<file path="config.mk">
export PLATFORM = sky130hd
export DESIGN_NAME = vs_vertex_assembler_flat
export DESIGN_NICKNAME = d
export VERILOG_FILES = /design/src/rtl/vs_vertex_assembler_pkg.sv /design/src/rtl/vs_vertex_assembler_if.sv /design/src/rtl/vs_vtx_slot.sv /design/src/rtl/vs_vertex_assembler.sv /design/src/flat_wrapper.sv
export SDC_FILE = /design/constraint.sdc
export NUM_CORES = 1
export LEC_CHECK = 0
export ABC_CLOCK_PERIOD_IN_PS = 2250
export BUFFER_PORTS_ARGS = -buffer_cell sky130_fd_sc_hd__buf_2
export CORE_ASPECT_RATIO = 0.6
export CORE_MARGIN = 4
export CORE_UTILIZATION = 50
export CTS_BUF_LIST = sky130_fd_sc_hd__clkbuf_4 sky130_fd_sc_hd__clkbuf_8
export DETAILED_ROUTE_END_ITERATION = 10
export PLACE_DENSITY_LB_ADDON = 0.12
export SLEW_MARGIN = 15
export SYNTH_ARGS = -nofsm -noshare
export SYNTH_HDL_FRONTEND = slang
export SYNTH_SLANG_ARGS = --single-unit
</file>
<file path="constraint.sdc">
create_clock -name clk -period 2.25 [get_ports clk]
set_clock_uncertainty 0.2 [all_clocks]
set_input_delay 0.225 -clock clk [delete_from_list [all_inputs] [get_ports clk]]
set_output_delay 0.225 -clock clk [all_outputs]
set_load 0.05 [all_outputs]
</file>
<file path="src/rtl/vs_vertex_assembler_pkg.sv">
// vs_vertex_assembler_pkg: shared widths, slot state encoding and vertex payload type
package vs_vertex_assembler_pkg;
    localparam int DW    = 32;
    localparam int NCOMP = 4;
    localparam int IDW   = 8;
    localparam int CW    = $clog2(NCOMP);
    typedef enum logic {SLOT_EMPTY = 1'b0, SLOT_FULL = 1'b1} slot_e;
    typedef struct packed {
        logic [NCOMP*DW-1:0] data;
        logic [IDW-1:0]      id;
        logic                eob;
    } vtx_t;
endpackage

</file>
<file path="src/rtl/vs_vertex_assembler_if.sv">
// vs_vertex_assembler_if: attribute word stream in, assembled vertex stream out
//   master: drives in_valid/in_data/in_last and vtx_ready
//   slave : drives in_ready and vtx_valid/vtx_data/vtx_id/vtx_eob/err_short
interface vs_vertex_assembler_if;
    import vs_vertex_assembler_pkg::*;
    logic                in_valid;
    logic                in_ready;
    logic [DW-1:0]       in_data;
    logic                in_last;
    logic                vtx_valid;
    logic                vtx_ready;
    logic [NCOMP*DW-1:0] vtx_data;
    logic [IDW-1:0]      vtx_id;
    logic                vtx_eob;
    logic                err_short;
    modport master(output in_valid, in_data, in_last, vtx_ready,
                   input in_ready, vtx_valid, vtx_data, vtx_id, vtx_eob, err_short);
    modport slave(input in_valid, in_data, in_last, vtx_ready,
                  output in_ready, vtx_valid, vtx_data, vtx_id, vtx_eob, err_short);
endinterface

</file>
<file path="src/rtl/vs_vtx_slot.sv">
// vs_vtx_slot: one-entry valid/ready holding register for assembled vertices
//   clk, resetn (sync, active-low); load/din write the entry;
//   out_valid/out_ready/dout form the downstream handshake
module vs_vtx_slot
    import vs_vertex_assembler_pkg::*;
(
    input  logic clk,
    input  logic resetn,
    input  logic load,
    input  vtx_t din,
    input  logic out_ready,
    output logic out_valid,
    output vtx_t dout
);
    slot_e state_q, state_d;
    vtx_t  dout_q, dout_d;

    // A load while FULL only happens alongside a handshake, so replacing is lossless
    always_comb begin
        state_d = load ? SLOT_FULL : (state_q == SLOT_FULL && out_ready) ? SLOT_EMPTY : state_q;
        dout_d  = load ? din : dout_q;
    end

    always_ff @(posedge clk) begin
        if (!resetn) begin
            state_q <= SLOT_EMPTY;
            dout_q  <= '0;
        end else begin
            state_q <= state_d;
            dout_q  <= dout_d;
        end
    end

    assign out_valid = state_q == SLOT_FULL;
    assign dout      = dout_q;
endmodule

</file>
<file path="src/rtl/vs_vertex_assembler.sv">
// vs_vertex_assembler: packs attribute words into NCOMP-component vertices
//   clk, resetn (sync, active-low); bus.slave carries the word input stream,
//   the vertex output slot and the err_short pulse
module vs_vertex_assembler
    import vs_vertex_assembler_pkg::*;
(
    input logic                 clk,
    input logic                 resetn,
    vs_vertex_assembler_if.slave bus
);
    logic [CW-1:0]              comp_cnt_q, comp_cnt_d;
    logic [IDW-1:0]             id_cnt_q, id_cnt_d;
    logic [NCOMP-2:0][DW-1:0]   stage_q, stage_d;
    logic                       err_short_q, err_short_d;
    logic                       accept, complete, last_comp;
    vtx_t                       vtx_new, vtx_out;

    assign bus.in_ready = resetn & (~bus.vtx_valid | bus.vtx_ready);

    // Staging entries at or above comp_cnt are always zero, so the vertex is
    // the staging regs with the current word dropped into slot comp_cnt
    always_comb begin
        accept       = bus.in_valid & bus.in_ready;
        last_comp    = comp_cnt_q == CW'(NCOMP - 1);
        complete     = accept & (last_comp | bus.in_last);
        vtx_new.data = '0;
        stage_d      = stage_q;
        for (int i = 0; i < NCOMP - 1; i++) begin
            vtx_new.data[i*DW +: DW] = comp_cnt_q == CW'(i) ? bus.in_data : stage_q[i];
            stage_d[i] = complete ? '0 : (accept && comp_cnt_q == CW'(i)) ? bus.in_data : stage_q[i];
        end
        vtx_new.data[(NCOMP-1)*DW +: DW] = last_comp ? bus.in_data : '0;
        vtx_new.id   = id_cnt_q;
        vtx_new.eob  = bus.in_last;
        comp_cnt_d   = complete ? '0 : accept ? comp_cnt_q + CW'(1) : comp_cnt_q;
        id_cnt_d     = complete ? (bus.in_last ? '0 : id_cnt_q + IDW'(1)) : id_cnt_q;
        err_short_d  = complete & bus.in_last & ~last_comp;
    end

    always_ff @(posedge clk) begin
        if (!resetn) begin
            comp_cnt_q  <= '0;
            id_cnt_q    <= '0;
            stage_q     <= '0;
            err_short_q <= 1'b0;
        end else begin
            comp_cnt_q  <= comp_cnt_d;
            id_cnt_q    <= id_cnt_d;
            stage_q     <= stage_d;
            err_short_q <= err_short_d;
        end
    end

    vs_vtx_slot u_slot (
        .clk       (clk),
        .resetn    (resetn),
        .load      (complete),
        .din       (vtx_new),
        .out_ready (bus.vtx_ready),
        .out_valid (bus.vtx_valid),
        .dout      (vtx_out)
    );

    assign bus.vtx_data  = vtx_out.data;
    assign bus.vtx_id    = vtx_out.id;
    assign bus.vtx_eob   = vtx_out.eob;
    assign bus.err_short = err_short_q;
endmodule
</file>
<file path="src/flat_wrapper.sv">
// flat-port wrapper written by rule: the top's interface ports become plain ports
module vs_vertex_assembler_flat import vs_vertex_assembler_pkg::*;
  (clk, resetn, bus_in_valid, bus_in_data, bus_in_last, bus_vtx_ready, bus_in_ready, bus_vtx_valid, bus_vtx_data, bus_vtx_id, bus_vtx_eob, bus_err_short);
  vs_vertex_assembler_if bus_i ();
  input logic clk;
  input logic resetn;
  input wire logic [$bits(bus_i.in_valid)-1:0] bus_in_valid;
  input wire logic [$bits(bus_i.in_data)-1:0] bus_in_data;
  input wire logic [$bits(bus_i.in_last)-1:0] bus_in_last;
  input wire logic [$bits(bus_i.vtx_ready)-1:0] bus_vtx_ready;
  output wire logic [$bits(bus_i.in_ready)-1:0] bus_in_ready;
  output wire logic [$bits(bus_i.vtx_valid)-1:0] bus_vtx_valid;
  output wire logic [$bits(bus_i.vtx_data)-1:0] bus_vtx_data;
  output wire logic [$bits(bus_i.vtx_id)-1:0] bus_vtx_id;
  output wire logic [$bits(bus_i.vtx_eob)-1:0] bus_vtx_eob;
  output wire logic [$bits(bus_i.err_short)-1:0] bus_err_short;
  assign bus_i.in_valid = bus_in_valid;
  assign bus_i.in_data = bus_in_data;
  assign bus_i.in_last = bus_in_last;
  assign bus_i.vtx_ready = bus_vtx_ready;
  assign bus_in_ready = bus_i.in_ready;
  assign bus_vtx_valid = bus_i.vtx_valid;
  assign bus_vtx_data = bus_i.vtx_data;
  assign bus_vtx_id = bus_i.vtx_id;
  assign bus_vtx_eob = bus_i.vtx_eob;
  assign bus_err_short = bus_i.err_short;
  vs_vertex_assembler u_core (.clk(clk), .resetn(resetn), .bus(bus_i));
endmodule
</file>
==> out/results.tsv <==
metric	value	unit
Final setup viols	0	
Synth top cells by count	dfxtp_1, nand2_1, a21oi_1, nor2_1	
H-tree Lvls	2	
final worst path period share	94.3	%
Num Clock Sinks	245	
Yosys cell types	37	
TritonCTS Buffers	36	
DRT Pass-1 Iters	5	
Worst path max stage delay	0.39	ns
Via density	5.35	
r2r startpoint	u_core.comp_cnt_q[0]	
ys flop type	dfxtp_1	
placed insts	1398	
clk_lat worst skew	0.51	ns
Relative slew margins	54.3	%
Netlist Area Pre-Place	0.00947	mm²
status	finished, final reports clean	
actual slew at the worst max-slew pin	0.686	ns
Fmax achieved	471	MHz
CP cell instances	nor2b_1, buf_4, nor2_1, buf_2	
fin cells	1495	
DP HPWL	15800	µm
worst hold path class	in2reg	
max capacitance violation total	0	
metal2 WL	10500	µm
GP Congestion	0.823	
leakage power	4.66	nW
initial antenna violation count	0	
HP Start	bus_vtx_ready	
Hold Fails Final Rpt	0	
worst endpoint required time	1.82	ns
share of cells above drive strength 1	22.6	%
Power Dens Cells	815	mW/mm²
Clock Path Buffers	3	
IO buf count	176	
CTS tree	yes	
Yosys warning total	0	
Starting Density	51.7	%
crit path from	u_core.u_slot.out_valid	
Synth Area in Simple Gates	14.6	%
pins over their slew limit	0	
most common cell in the netlist	dfxtp_1	
cells after synthesis	1038	
WL final	25300	µm
PostCTS Resize Cnt	0	
setup TNS	0	ns
Post-Synth XOR/XNOR Area	0.370	%
Synth Register Bits	245	
Syn-to-layout area delta	23.6	%
vias in the first global route	7550	
Met1 Wirelength	12800	µm
unrepaired setup endpoints after global routing	false	
Residual DRC	0	
Core Util, Final	63.9	%
kind of critical path	reg2out	
Die W	186	µm
Post-synth EDFFs	0	
Fillers	1572	
CP Max Fanout	4	
fin nets	1273	
Slowest-stage cell, CP	nor2b_1	
syn nets	1080	
first-pass GRT wire length	40200	µm
Yosys top cell area share	51.8	%
global route overflow	0	
overall routing resource usage	23.2	%
Synth Area per Inst	9.12	µm²
worst vdd ir	0.000426	V
FP Rows	38	
dpl ws	0.144	ns
Seq/Total Area, Yosys	51.8	%
Setup crit start kind	register	
uppermost layer routed	met4	
vias	7998	
# Post-CTS Setup Buffers	0	
wire per inst	16.9	µm
CTS clk-pin slew, worst paths	0.07	ns
Die ar.	0.0213	mm²
arrival time worst endpoint	1.70	ns
synth top area cells	dfxtp_1, mux2i_1, nand2_1	
Post-synth ARST share	0	%
crit path capture type	primary output	
min setup slack post-route	0.129	ns
Root Buffer	clkbuf_8	
Chip Height	115	µm
largest family of logic cells by synthesized area	compound AO/OA/AOI/OAI gates	
crit path time final	2.12	ns
Synth Area in Compound Gates	17.1	%
met3 wire len	1700	µm
cell taking the most area after synthesis	dfxtp_1	
post-route ant nets	0	
Initial DRC Count	444	
Core Region	0.0183	mm²
synthesized-area fraction occupied by adder cells	0.661	%
mux share of post-synthesis cell area	10.3	%
diode count	0	
largest net degree at the start of global routing	99	
io pins	177	
-- cells by family (layout without fill, tap and decap cells) --
| logic type | Yosys count | count (layout) |
|---|---|---|
| AO/OA/AOI/OAI | 247 | 247 |
| AND/OR/NAND/NOR | 348 | 348 |
| multiplexers | 97 | 97 |
| XOR/XNOR | 4 | 4 |
| buffers and inverters | 92 | 309 |
| flip-flops | 245 | 245 |
| adder cells (fa/ha/maj) | 5 | 5 |
-- registers in the layout, indices dropped and copies added, names as in the netlist --
register / cells
u_core.u_slot.out_valid: 1
u_core.comp_cnt_q: 2
u_core.stage_q: 96
u_core.bus.err_short: 1
u_core.u_slot.dout: 137
u_core.id_cnt_q: 8
-- per-layer routing --
layer | vias up | global-route usage, %
met4 | 0 | 4.37
li1 | 3978 | -
met2 | 260 | 34.9
met3 | 24 | 4.95
met1 | 3736 | 34.7
met5 | - | 0
-- cell type report --
cell class	count	area, µm²	share of cell area [%]
Clock buffer	60	751	6.42
Clock inverter	2	35.0	0.299
Inverter	5	20.0	0.171
Multi-Input combinational cell	701	4110	35.1
Sequential cell	245	4900	41.9
Tap cell	240	300	2.57
Timing Repair Buffer	242	1580	13.5
-- worst max-delay path: cells and delay by family (launching register included) --
kind	cells	cell delay, ns
AND/OR/NAND/NOR	2	0.43
flip-flops	1	0.34
buffers and inverters	2	0.42
-- power by group --
group	leakage (nW)	switching [mW]	internal (mW)	total (mW)
Sequential	1.99	0.0693	4.46	4.53
Clock	0.418	1.66	2.21	3.87
Combinational	2.25	0.804	0.334	1.14
Total	4.66	2.54	7.00	9.54
-- metrics by stage --
stage | cell area (µm²) | hold WS (ns) | power [mW]
6_report | 11700 | 0.133 | 9.54
3_5_place_dp | 10600 | 0.246 | 5.71
3_3_place_gp | 10600 | 0.241 | 5.70
4_1_cts | 11700 | 0.102 | 9.61
2_1_floorplan | 9470 | 0.151 | 5.38
5_1_grt | 11700 | 0.170 | 9.91
-- cells in the final DEF (no fill, tap or decap), drive strengths merged --
cell,synthesis,routed
a31oi,2,2
nand2,216,216
o21a,2,2
or3,2,2
and4,1,1
mux2i,96,96
clkbuf,35,60
ha,5,5
and2,3,3
nand3,6,6
bufinv,0,1
nor4,3,3
o31a,1,1
nor2b,1,1
a211oi,96,96
clkinv,0,2
nand4,1,1
nor2,107,107
a21oi,108,108
inv,5,4
buf,52,207
and3,3,3
dfxtp,245,245
a32o,1,1
o21ai,5,5
nand2b,2,2
mux2,1,1
nor3,3,3
a22o,32,32
dlygate4sd3,0,35
xnor2,4,4
-- final timing paths --
path / depth (start not counted) / endpoint / slack, ns
max reg2reg: 7 / u_core.u_slot.dout[82] / 0.17
min: 3 / u_core.u_slot.out_valid / 0.13
max: 4 / bus_in_ready / 0.13
min reg2reg: 2 / u_core.u_slot.dout[5] / 0.25
-- timing repair --
action,CTS,global route
hold endpoints to repair,229,0
endpoints found under the setup margin,0,10
hold buffers,35,0
Note: power is estimated with default switching activity, not from simulation.
